==> config.mk <==
export PLATFORM = sky130hd
export DESIGN_NAME = i2c_accel_responder_flat
export DESIGN_NICKNAME = d
export VERILOG_FILES = /design/src/rtl/i2c_accel_responder_if.sv /design/src/rtl/i2c_accel_responder.sv /design/src/flat_wrapper.sv
export SDC_FILE = /design/constraint.sdc
export NUM_CORES = 1
export LEC_CHECK = 0
export ABC_CLOCK_PERIOD_IN_PS = 2700
export CORE_AREA = 2 2 102 94
export DETAILED_ROUTE_END_ITERATION = 10
export DIE_AREA = 0 0 104 96
export HOLD_SLACK_MARGIN = 0.1
export PLACE_DENSITY = 0.69
export SLEW_MARGIN = 20
export SYNTH_ARGS = -nofsm -noshare
export SYNTH_HDL_FRONTEND = slang
export SYNTH_SLANG_ARGS = --single-unit
==> constraint.sdc <==
create_clock -name clk -period 2.7 [get_ports clk]
set_input_delay 0.27 -clock clk [delete_from_list [all_inputs] [get_ports clk]]
set_output_delay 0.27 -clock clk [all_outputs]
set_load 0.02 [all_outputs]
==> src/rtl/i2c_accel_responder_if.sv <==
// Pin-level I2C bundle between a bus master (or bench) and the accelerometer responder.
// SDA is open-drain: sda_oe=1 pulls the line low, otherwise the pad is released.
interface i2c_accel_responder_if;
    logic scl_in;
    logic sda_in;
    logic sda_oe;

    modport master (output scl_in, output sda_in, input sda_oe);
    modport slave  (input scl_in, input sda_in, output sda_oe);
endinterface

==> src/rtl/i2c_accel_responder.sv <==
// I2C target emulating the MPU6050 register view: serves a fabric-supplied Z acceleration,
// WHO_AM_I and PWR_MGMT_1, and reports every written data byte to the fabric.
module i2c_accel_responder #(
    parameter logic [6:0] DEV_ADDR   = 7'h68,
    parameter logic [7:0] WHOAMI_VAL = 8'h68,
    parameter logic [7:0] PWR_RST    = 8'h40
) (
    input  logic                        clk,
    input  logic                        rst_n,
    i2c_accel_responder_if.slave        bus,
    input  logic [15:0]                 i_accel_z,
    output logic                        o_sleep,
    output logic                        o_wr_stb,
    output logic [7:0]                  o_wr_reg,
    output logic [7:0]                  o_wr_data,
    output logic                        o_busy
);

    typedef enum logic [3:0] {
        S_IDLE,
        S_ADDR,
        S_ADDR_ACK,
        S_REG,
        S_REG_ACK,
        S_WDATA,
        S_WDATA_ACK,
        S_RDATA,
        S_RACK,
        S_IGNORE
    } state_t;

    state_t      r_state, w_state_next;

    logic        r_scl_s1, r_scl_s2, r_scl_prev;
    logic        r_sda_s1, r_sda_s2, r_sda_prev;

    logic [3:0]  r_bit_cnt, w_cnt_next;
    logic [7:0]  r_shift, w_shift_next;
    logic [7:0]  r_ptr, w_ptr_next;
    logic [15:0] r_snap, w_snap_next;
    logic        r_rw, w_rw_next;
    logic [7:0]  r_pwr, w_pwr_next;
    logic        r_sda_oe, w_sda_oe_next;
    logic        r_busy, w_busy_next;
    logic        r_wr_stb, w_wr_stb_next;
    logic [7:0]  r_wr_reg, w_wr_reg_next;
    logic [7:0]  r_wr_data, w_wr_data_next;

    logic        w_scl_rise, w_scl_fall, w_start, w_stop;
    logic [7:0]  w_byte_in;
    logic [7:0]  w_rd_byte;
    logic [2:0]  w_rd_idx;

    // Synchronizers reset to the idle-bus level so reset release never looks like an edge.
    always_ff @(posedge clk or negedge rst_n) begin
        if (!rst_n) begin
            r_scl_s1   <= 1'b1;
            r_scl_s2   <= 1'b1;
            r_scl_prev <= 1'b1;
            r_sda_s1   <= 1'b1;
            r_sda_s2   <= 1'b1;
            r_sda_prev <= 1'b1;
        end else begin
            r_scl_s1   <= bus.scl_in;
            r_scl_s2   <= r_scl_s1;
            r_scl_prev <= r_scl_s2;
            r_sda_s1   <= bus.sda_in;
            r_sda_s2   <= r_sda_s1;
            r_sda_prev <= r_sda_s2;
        end
    end

    assign w_scl_rise = r_scl_s2 & ~r_scl_prev;
    assign w_scl_fall = ~r_scl_s2 & r_scl_prev;
    assign w_start    = r_scl_s2 & r_scl_prev & r_sda_prev & ~r_sda_s2;
    assign w_stop     = r_scl_s2 & r_scl_prev & ~r_sda_prev & r_sda_s2;
    assign w_byte_in  = {r_shift[6:0], r_sda_s2};
    assign w_rd_idx   = 3'd7 - r_bit_cnt[2:0];

    always_ff @(posedge clk or negedge rst_n) begin
        if (!rst_n) begin
            r_state   <= S_IDLE;
            r_bit_cnt <= 4'd0;
            r_shift   <= 8'h00;
            r_ptr     <= 8'h00;
            r_snap    <= 16'h0000;
            r_rw      <= 1'b0;
            r_pwr     <= PWR_RST;
            r_sda_oe  <= 1'b0;
            r_busy    <= 1'b0;
            r_wr_stb  <= 1'b0;
            r_wr_reg  <= 8'h00;
            r_wr_data <= 8'h00;
        end else begin
            r_state   <= w_state_next;
            r_bit_cnt <= w_cnt_next;
            r_shift   <= w_shift_next;
            r_ptr     <= w_ptr_next;
            r_snap    <= w_snap_next;
            r_rw      <= w_rw_next;
            r_pwr     <= w_pwr_next;
            r_sda_oe  <= w_sda_oe_next;
            r_busy    <= w_busy_next;
            r_wr_stb  <= w_wr_stb_next;
            r_wr_reg  <= w_wr_reg_next;
            r_wr_data <= w_wr_data_next;
        end
    end

    always_comb begin
        w_state_next   = r_state;
        w_cnt_next     = r_bit_cnt;
        w_shift_next   = r_shift;
        w_ptr_next     = r_ptr;
        w_snap_next    = r_snap;
        w_rw_next      = r_rw;
        w_pwr_next     = r_pwr;
        w_sda_oe_next  = r_sda_oe;
        w_busy_next    = r_busy;
        w_wr_stb_next  = 1'b0;
        w_wr_reg_next  = r_wr_reg;
        w_wr_data_next = r_wr_data;

        if (w_start) begin
            w_state_next  = S_ADDR;
            w_cnt_next    = 4'd0;
            w_sda_oe_next = 1'b0;
            w_busy_next   = 1'b0;
        end else if (w_stop) begin
            w_state_next  = S_IDLE;
            w_cnt_next    = 4'd0;
            w_sda_oe_next = 1'b0;
            w_busy_next   = 1'b0;
        end else begin
            case (r_state)
                S_ADDR: begin
                    if (w_scl_rise) begin
                        w_shift_next = w_byte_in;
                        w_cnt_next   = r_bit_cnt + 4'd1;
                        if (r_bit_cnt == 4'd7) begin
                            w_cnt_next = 4'd0;
                            if (w_byte_in[7:1] == DEV_ADDR) begin
                                w_state_next = S_ADDR_ACK;
                                w_busy_next  = 1'b1;
                                w_rw_next    = w_byte_in[0];
                                // One snapshot per read transaction keeps the H/L pair coherent.
                                if (w_byte_in[0]) begin
                                    w_snap_next = i_accel_z;
                                end
                            end else begin
                                w_state_next = S_IGNORE;
                            end
                        end
                    end
                end

                S_REG, S_WDATA: begin
                    if (w_scl_rise) begin
                        w_shift_next = w_byte_in;
                        w_cnt_next   = r_bit_cnt + 4'd1;
                        if (r_bit_cnt == 4'd7) begin
                            w_cnt_next = 4'd0;
                            if (r_state == S_REG) begin
                                w_ptr_next   = w_byte_in;
                                w_state_next = S_REG_ACK;
                            end else begin
                                w_state_next = S_WDATA_ACK;
                            end
                        end
                    end
                end

                // Bit counter 0 = waiting for the fall that opens the ACK slot, 1 = ACK driven.
                S_ADDR_ACK, S_REG_ACK, S_WDATA_ACK: begin
                    if (w_scl_fall) begin
                        if (r_bit_cnt == 4'd0) begin
                            w_sda_oe_next = 1'b1;
                            w_cnt_next    = 4'd1;
                        end else begin
                            w_sda_oe_next = 1'b0;
                            w_cnt_next    = 4'd0;
                            if (r_state == S_ADDR_ACK) begin
                                if (r_rw) begin
                                    w_state_next  = S_RDATA;
                                    w_sda_oe_next = ~w_rd_byte[7];
                                    w_cnt_next    = 4'd1;
                                end else begin
                                    w_state_next = S_REG;
                                end
                            end else if (r_state == S_REG_ACK) begin
                                w_state_next = S_WDATA;
                            end else begin
                                w_state_next   = S_WDATA;
                                w_wr_stb_next  = 1'b1;
                                w_wr_reg_next  = r_ptr;
                                w_wr_data_next = r_shift;
                                if (r_ptr == 8'h6B) begin
                                    w_pwr_next = r_shift;
                                end
                                w_ptr_next = r_ptr + 8'd1;
                            end
                        end
                    end
                end

                S_RDATA: begin
                    if (w_scl_fall) begin
                        if (r_bit_cnt == 4'd8) begin
                            w_sda_oe_next = 1'b0;
                            w_cnt_next    = 4'd0;
                            w_state_next  = S_RACK;
                        end else begin
                            w_sda_oe_next = ~w_rd_byte[w_rd_idx];
                            w_cnt_next    = r_bit_cnt + 4'd1;
                        end
                    end
                end

                S_RACK: begin
                    if (w_scl_rise) begin
                        if (!r_sda_s2) begin
                            w_ptr_next   = r_ptr + 8'd1;
                            w_cnt_next   = 4'd0;
                            w_state_next = S_RDATA;
                        end else begin
                            w_state_next = S_IGNORE;
                        end
                    end
                end

                default: begin
                end
            endcase
        end
    end

    always_comb begin
        case (r_ptr)
            8'h3F:   w_rd_byte = r_snap[15:8];
            8'h40:   w_rd_byte = r_snap[7:0];
            8'h6B:   w_rd_byte = r_pwr;
            8'h75:   w_rd_byte = WHOAMI_VAL;
            default: w_rd_byte = 8'h00;
        endcase
        bus.sda_oe = r_sda_oe;
        o_sleep    = r_pwr[6];
        o_wr_stb   = r_wr_stb;
        o_wr_reg   = r_wr_reg;
        o_wr_data  = r_wr_data;
        o_busy     = r_busy;
    end

endmodule

==> src/flat_wrapper.sv <==
// flat-port wrapper written by rule: the top's interface ports become plain ports
module i2c_accel_responder_flat 
#(
    parameter logic [6:0] DEV_ADDR   = 7'h68,
    parameter logic [7:0] WHOAMI_VAL = 8'h68,
    parameter logic [7:0] PWR_RST    = 8'h40
)
  (clk, rst_n, i_accel_z, o_sleep, o_wr_stb, o_wr_reg, o_wr_data, o_busy, bus_scl_in, bus_sda_in, bus_sda_oe);
  i2c_accel_responder_if bus_i ();
  input  logic clk;
  input  logic rst_n;
  input  logic [15:0] i_accel_z;
  output logic o_sleep;
  output logic o_wr_stb;
  output logic [7:0] o_wr_reg;
  output logic [7:0] o_wr_data;
  output logic o_busy;
  input wire logic [$bits(bus_i.scl_in)-1:0] bus_scl_in;
  input wire logic [$bits(bus_i.sda_in)-1:0] bus_sda_in;
  output wire logic [$bits(bus_i.sda_oe)-1:0] bus_sda_oe;
  assign bus_i.scl_in = bus_scl_in;
  assign bus_i.sda_in = bus_sda_in;
  assign bus_sda_oe = bus_i.sda_oe;
  i2c_accel_responder #(.DEV_ADDR(DEV_ADDR), .WHOAMI_VAL(WHOAMI_VAL), .PWR_RST(PWR_RST)) u_core (.clk(clk), .rst_n(rst_n), .bus(bus_i), .i_accel_z(i_accel_z), .o_sleep(o_sleep), .o_wr_stb(o_wr_stb), .o_wr_reg(o_wr_reg), .o_wr_data(o_wr_data), .o_busy(o_busy));
endmodule
# ---- Word-level counts from Yosys, hierarchy flattened
# Cells that the tools add are included.
dict set report word_totals {
  reg_bits 74
  input_bits 20
  out_inout_bits 20
  word_cells 162
}
dict set report op_classes {
  add_sub_neg 3
  n_lt_le_gt_ge 1
  eq_ne 35
  n_mux 65
  bitwise 18
  reduce_logical 22
}
# operator n
set op_table {}
lappend op_table {{4-bit 2-to-1 mux} 24}
lappend op_table {{8-bit 2-to-1 mux} 9}
lappend op_table {{4-bit by 1-bit != test with 1-bit output (second input constant)} 9}
lappend op_table {{8-bit case mux with 4 select lines} 1}
lappend op_table {{8-bit by 7-bit equality test with 1-bit output (second input constant)} 3}
lappend op_table {{8-bit case mux with 3 select lines} 1}
lappend op_table {{1-bit 2-to-1 mux} 23}
lappend op_table {{4-bit by 3-bit equality test with 1-bit output (second input constant)} 5}
lappend op_table {{4-bit case mux with 5 select lines} 1}
lappend op_table {{4-bit case mux with 4 select lines} 1}
lappend op_table {{3-bit nonzero test} 5}
lappend op_table {{7-bit AND reduction} 2}
lappend op_table {{12-bit AND reduction} 1}
lappend op_table {{6-bit AND reduction} 2}
lappend op_table {{1-bit NOT} 11}
lappend op_table {{2-bit by 1-bit != test with 1-bit output (second input constant)} 5}
lappend op_table {{10-bit AND reduction} 1}
lappend op_table {{8-bit by 1-bit adder with 8-bit output (second input constant)} 1}
lappend op_table {{4-bit by 2-bit equality test with 1-bit output (second input constant)} 2}
lappend op_table {{4-bit equality test (second input constant)} 2}
lappend op_table {{8-bit by 6-bit equality test with 1-bit output (second input constant)} 1}
lappend op_table {{2-bit != test (second input constant)} 4}
lappend op_table {{4-bit AND reduction} 2}
lappend op_table {{8-bit AND reduction} 1}
lappend op_table {{19 further kinds} 27}

# ---- Logic depth before layout (Yosys ltp)
dict set report depth {
  depth_word 10
  mapped_depth 9
  depth_no_buf 8
}

# ---- Worst setup path before layout
# No wires, ideal clock.
dict set report synth_timing {
  path_kind {flip-flop to flip-flop}
  from {register u_core.r_bit_cnt[0]}
  to {register u_core.r_pwr[0]}
  arrival_ps 1979
  setup_slack_ps 597
  path_stages_with_launch 9
  path_buffers 0
  period_less_slack_ps 2103
  path_cell_list {dfrtp_1 inv_1 ha_1 nor3b_1 nor2_1 nand4_1 inv_1 nand2_1 mux2_2}
}
dict set report synth_via {
  elab_chain_len 3
}
# item line_no
set synth_rtl {}
lappend synth_rtl {{start, declared} i2c_accel_responder.sv:37} ;# logic [3:0] r_bit_cnt, w_cnt_next;
lappend synth_rtl {{start signal, assigned} i2c_accel_responder.sv:96} ;# r_bit_cnt <= w_cnt_next;
lappend synth_rtl {{4-bit zero test} i2c_accel_responder.sv:176} ;# if (r_bit_cnt == 4'd0) begin
lappend synth_rtl {{1-bit NOT (no line)} n/a}
lappend synth_rtl {{8-bit AND reduction (no line)} n/a}
lappend synth_rtl {{end signal, assigned} i2c_accel_responder.sv:101} ;# r_pwr <= w_pwr_next;
lappend synth_rtl {{end, declared} i2c_accel_responder.sv:42} ;# logic [7:0] r_pwr, w_pwr_next;
# No other way between the ends.
# A chain may end at the register's enable or synchronous reset.

# ---- Worst setup path in the final report
dict set report layout_timing {
  from {register u_core.r_ptr[0]}
  to {register u_core.r_sda_oe (netlist: u_core.bus.sda_oe)}
}
dict set report layout_via {
  elab_chain_len 10
  word_cells_on_any_way 18
  classes_between {4 x eq/ne; 12 x mux; 2 x bitwise}
}
# item line_no
set layout_rtl {}
lappend layout_rtl {{start, declared} i2c_accel_responder.sv:39} ;# logic [7:0] r_ptr, w_ptr_next;
lappend layout_rtl {{start signal, assigned} i2c_accel_responder.sv:98} ;# r_ptr <= w_ptr_next;
lappend layout_rtl {{8-bit by 7-bit equality test with 1-bit output or 8-bit by 6-bit equality test with 1-bit output (tied branches)} i2c_accel_responder.sv:238} ;# case (r_ptr)
lappend layout_rtl {{8-bit case mux with 4 select lines (*)} i2c_accel_responder.sv:238}
lappend layout_rtl {{1-bit binary-select mux with 3-bit select or 1-bit NOT (tied branches)} {i2c_accel_responder.sv:213, i2c_accel_responder.sv:185}}
lappend layout_rtl {{1-bit 2-to-1 mux (on tied branches)} {i2c_accel_responder.sv:213, i2c_accel_responder.sv:183}}
lappend layout_rtl {{1-bit NOT or 1-bit 2-to-1 mux (tied branches)} {i2c_accel_responder.sv:213, i2c_accel_responder.sv:182}}
lappend layout_rtl {{1-bit 2-to-1 mux (on tied branches)} {i2c_accel_responder.sv:208, i2c_accel_responder.sv:176}}
lappend layout_rtl {{1-bit 2-to-1 mux (on tied branches)} {i2c_accel_responder.sv:207, i2c_accel_responder.sv:175}}
lappend layout_rtl {{1-bit case mux with 2 select lines (*)} i2c_accel_responder.sv:135} ;# case (r_state)
lappend layout_rtl {{1-bit 2-to-1 mux (*)} i2c_accel_responder.sv:129} ;# end else if (w_stop) begin
lappend layout_rtl {{1-bit 2-to-1 mux (*)} i2c_accel_responder.sv:124} ;# if (w_start) begin
lappend layout_rtl {{end signal, assigned} i2c_accel_responder.sv:102} ;# r_sda_oe <= w_sda_oe_next;
lappend layout_rtl {{end, declared} i2c_accel_responder.sv:43} ;# logic r_sda_oe, w_sda_oe_next;
# Every way passes the cells marked *; elsewhere a longest branch is shown, timed or not. The select of a mux whose other input is x is not followed.

==> impl_metrics.py <==
metrics = {
    "run_status": {
        "result_of_the_run": "finished clean",
    },
    "drt": {
        "postRouteAntennaNets": 0,
        "remaining_drc_errors": 0,
        "vias": 3123,
        "drt_iter0_drc": 174,
        "detailedRoute.firstPassIterationCount": 5,
        "routed_wirelength_um": 8877,
        "detail_route.wl_per_cell_um": 15.88,
        "detail_route.vias_per_cell": 5.587,
    },
    "clock_tree": {
        "cts_root_buf": "sky130_fd_sc_hd__clkbuf_8",
        "cts.reportedPaths.clkPinSlew_ns": 0.09,
        "cts_max_level": 3,
        "tritoncts": "built",
        "cts.path.max_buffers": 2,
        "clock_buffers_created_by_tritoncts": 9,
        "clock_latency_ns": 0.36,
        "clkSinkCount": 74,
        "cts_resized": 0,
    },
    "worst_setup_path": {
        "crit_path_max_incr_delay_ns": 0.58,
        "crit_path_cell_trace": "ha_1, nand2_1, nor4b_1, a221oi_1, a21o_1, a22oi_1, o211ai_1",
        "end_kind": "flop",
        "path_max_fanout": 6,
        "worstRegToRegCells": 7,
        "cpMaxStageDelayCell": "sky130_fd_sc_hd__nor4b_1",
        "rr_startpoint": "u_core.r_ptr[0]",
        "reg2reg_slack_ns": 0.43,
        "critical_path_buf_inv_count": 0,
        "worst_ep_required_time_ns": 2.93,
        "critical_path.top_delay_family": "simple AND/OR/NAND/NOR gates",
        "worstSetupStartpointType": "flop",
        "worst_r2r_endpoint": "u_core.bus.sda_oe",
        "critical_setup_path_kind": "reg -> reg",
        "worst-endpoint-arrival_ns": 2.50,
    },
    "power_and_ir_drop": {
        "pwr_density_cell_nw_per_um2": 830.0,
        "total_leakage_power_nw": 2.043,
        "vdd.ir_drop.worst_uv": 418.2,
        "post-layout-total-power_mw": 3.861,
    },
    "synth": {
        "synth_cell_types": 64,
        "ys_seq_elements": 74,
        "syn_avg_cell_area_um2": 10.07,
        "post_synth_inst_count": 391,
        "synth_enable_flop_cells": 0,
        "synth_flop_type": "sky130_fd_sc_hd__dfrtp_1",
        "mappedNetlistArea_um2": 3938,
        "synth_fp_nets": 416,
        "asyncSetResetFlopFracSynth_pct": 100.0,
        "yosys_warnings": 0,
        "yosysSeqAreaShare_pct": 47.25,
    },
    "global_route": {
        "grt_max_degree": 31,
        "number_of_global_route_vias_before_repair": 2976,
        "grt-ovfl-total": 0,
        "global_route.usage.total_pct": 19.26,
        "first_pass_grt_wire_length_um": 15210,
        "antenna_found_initial": 0,
    },
    "layout": {
        "ratio_of_cells_with_drive_above_1_in_the_final_layout_pct": 18.08,
        "antennaDiodeCount": 0,
        "nNetsFinal": 457,
        "top_register": "u_core.r_snap",
        "largest_register_ffs": 16,
        "area.growth.synth_to_final_pct": 18.14,
    },
    "die": {
        "std_cell_rows": 33,
        "initial_core_util_pct": 44.15,
        "die_x_um": 104,
        "boundaryPins": 40,
        "die_height_um": 96,
        "die-area_um2": 9984,
        "core_area_um2": 8919,
    },
    "sta": {
        "setup_viol_count_final": 0,
        "fin_setup_tns_ns": 0,
        "drv_slew": 0,
        "slew_headroom_pct": 59.22,
        "max_slew.worst_pin.slew_ns": 0.6031,
        "max_clock_skew_ns": 0.01269,
        "period_share_pct": 84.24,
        "setup_repair_after_global_routing_missed_its_margin": "false",
        "timing.final.hold_violations": 0,
        "fmax_ghz": 0.4397,
        "timing.final.crit_period_ns": 2.274,
    },
    "worst_hold_path": {
        "whs_endpoint": "u_core.r_sda_s1",
        "min-delay-path-class": "in -> reg",
        "timing.hold.worst_path_depth": 1,
        "holdCritStartpoint": "bus_sda_in",
    },
    "flow_run": {
        "drv_cap": 0,
    },
    "place": {
        "io_buffers": 39,
        "detailed_placer_s_ending_hpwl_um": 6543,
        "place.gp.congestion": 0.8830,
    },
}
## what timing repair did
item	in CTS	in global routing
hold buffers	1	0
endpoints found under the hold margin	19	0
setup buffers	0	0
## worst max-delay path by stage
stage	start	depth (start not counted)	end	slack [ns]
2_1_floorplan	u_core.r_bit_cnt[0]	8	u_core.r_pwr[0]	0.60
3_3_place_gp	u_core.r_ptr[0]	8	u_core.bus.sda_oe	0.53
3_5_place_dp	u_core.r_ptr[0]	7	u_core.bus.sda_oe	0.45
4_1_cts	u_core.r_ptr[0]	7	u_core.bus.sda_oe	0.45
5_1_grt	u_core.r_ptr[0]	7	u_core.bus.sda_oe	0.23
6_report	u_core.r_ptr[0]	7	u_core.bus.sda_oe	0.43
## Yosys cell counts, types with 3 or more instances
master / number / area share [%]
sky130_fd_sc_hd__a211oi_1: 6 / 1.1
sky130_fd_sc_hd__o22a_1: 7 / 1.6
sky130_fd_sc_hd__a31oi_1: 5 / 0.79
sky130_fd_sc_hd__nand3_1: 13 / 1.7
sky130_fd_sc_hd__nand2_1: 67 / 6.4
sky130_fd_sc_hd__inv_1: 10 / 0.95
sky130_fd_sc_hd__o211ai_1: 3 / 0.57
sky130_fd_sc_hd__dfrtp_1: 67 / 43
sky130_fd_sc_hd__o21ai_0: 12 / 1.5
sky130_fd_sc_hd__dfstp_2: 7 / 4.7
sky130_fd_sc_hd__nand2b_1: 4 / 0.64
sky130_fd_sc_hd__a21o_1: 4 / 0.76
sky130_fd_sc_hd__a21oi_1: 14 / 1.8
sky130_fd_sc_hd__o21a_1: 4 / 0.76
sky130_fd_sc_hd__a221oi_1: 5 / 1.1
sky130_fd_sc_hd__mux2_2: 30 / 8.6
sky130_fd_sc_hd__nor2_1: 21 / 2.0
sky130_fd_sc_hd__a211o_1: 4 / 0.89
sky130_fd_sc_hd__clkbuf_1: 7 / 0.67
sky130_fd_sc_hd__o22ai_1: 6 / 0.95
sky130_fd_sc_hd__buf_2: 10 / 1.3
sky130_fd_sc_hd__nor2b_1: 6 / 0.95
sky130_fd_sc_hd__mux2i_1: 3 / 0.76
sky130_fd_sc_hd__nor3b_1: 4 / 0.76
sky130_fd_sc_hd__nor3_1: 4 / 0.51
sky130_fd_sc_hd__nand3b_1: 5 / 0.95
sky130_fd_sc_hd__ha_1: 5 / 1.6
sky130_fd_sc_hd__and3_1: 8 / 1.3
## metrics by stage
stage	hold WS, ns	area (um2)	std cells	util (%)	worst slack [ns]
2_1_floorplan	-0.02559	3938	391	-	0.5965
4_1_cts	0.2944	4652	559	52.16	0.4494
6_report	0.3109	4652	559	52.16	0.4256
3_5_place_dp	0.3203	4453	542	49.93	0.4461
3_3_place_gp	0.3013	4453	542	49.93	0.5292
5_1_grt	0.2869	4652	559	52.16	0.2305
## worst register-to-register path, stage by stage (launching register included)
cell and delay (ns):
sky130_fd_sc_hd__dfrtp_1 0.43, sky130_fd_sc_hd__ha_1 0.30, sky130_fd_sc_hd__nand2_1 0.13, sky130_fd_sc_hd__nor4b_1 0.58, sky130_fd_sc_hd__a221oi_1 0.25, sky130_fd_sc_hd__a21o_1 0.20
sky130_fd_sc_hd__a22oi_1 0.16, sky130_fd_sc_hd__o211ai_1 0.10
## where the power goes
| group | total [mW] | internal, mW | switching, mW |
|---|---|---|---|
| combinational | 1.35 | 0.643 | 0.711 |
| clock | 0.847 | 0.358 | 0.490 |
| sequential | 1.66 | 1.29 | 0.369 |
| total | 3.86 | 2.29 | 1.57 |
## layout make-up
cell class / instances / area [um2]
Fill cell: 847 / 4267
Multi-Input combinational cell: 286 / 1934
Sequential cell: 74 / 1861
Timing Repair Buffer: 51 / 478.0
Tap cell: 122 / 152.6
Clock buffer: 9 / 123.9
Clock inverter: 7 / 65.06
Inverter: 10 / 37.54
## cell usage in the layout, fill, tap and decap left out, drive strengths merged, types with 4 or more instances in the layout
cell	netlist	layout
dfstp	7	7
nand2b	4	4
clkbuf	7	9
nand2	67	67
a31oi	5	5
a21oi	15	15
a211oi	6	6
a211o	4	4
dfrtp	67	67
and3	8	8
nor3b	4	4
nand3b	5	5
a221oi	5	5
buf	14	12
o21ai	13	13
inv	10	15
nor2b	6	6
nor3	4	4
nor2	22	22
ha	5	5
clkdlybuf4s50	0	38
o21a	4	4
nand3	13	13
mux2	32	32
and2	4	4
o22a	7	7
o22ai	6	6
a21o	4	4
## kinds of logic after synthesis
family	synth area share, %
AO/OA/AOI/OAI	16.49
AND/OR/NAND/NOR	20.78
buffers and inverters	3.750
multiplexers	9.914
adder cells (fa/ha/maj)	1.589
flip-flops	47.25
XOR/XNOR	0.2225
## metal layers
layer / share of wire (%) / GRT usage, % / up-vias
li1: - / - / 1502
met1: 47 / 25.52 / 1543
met2: 48 / 32.07 / 68
met3: 3.8 / 3.995 / 10
met4: 0.95 / 6.194 / 0
met5: 0 / 0 / -
(Power assumes the default switching activity.)
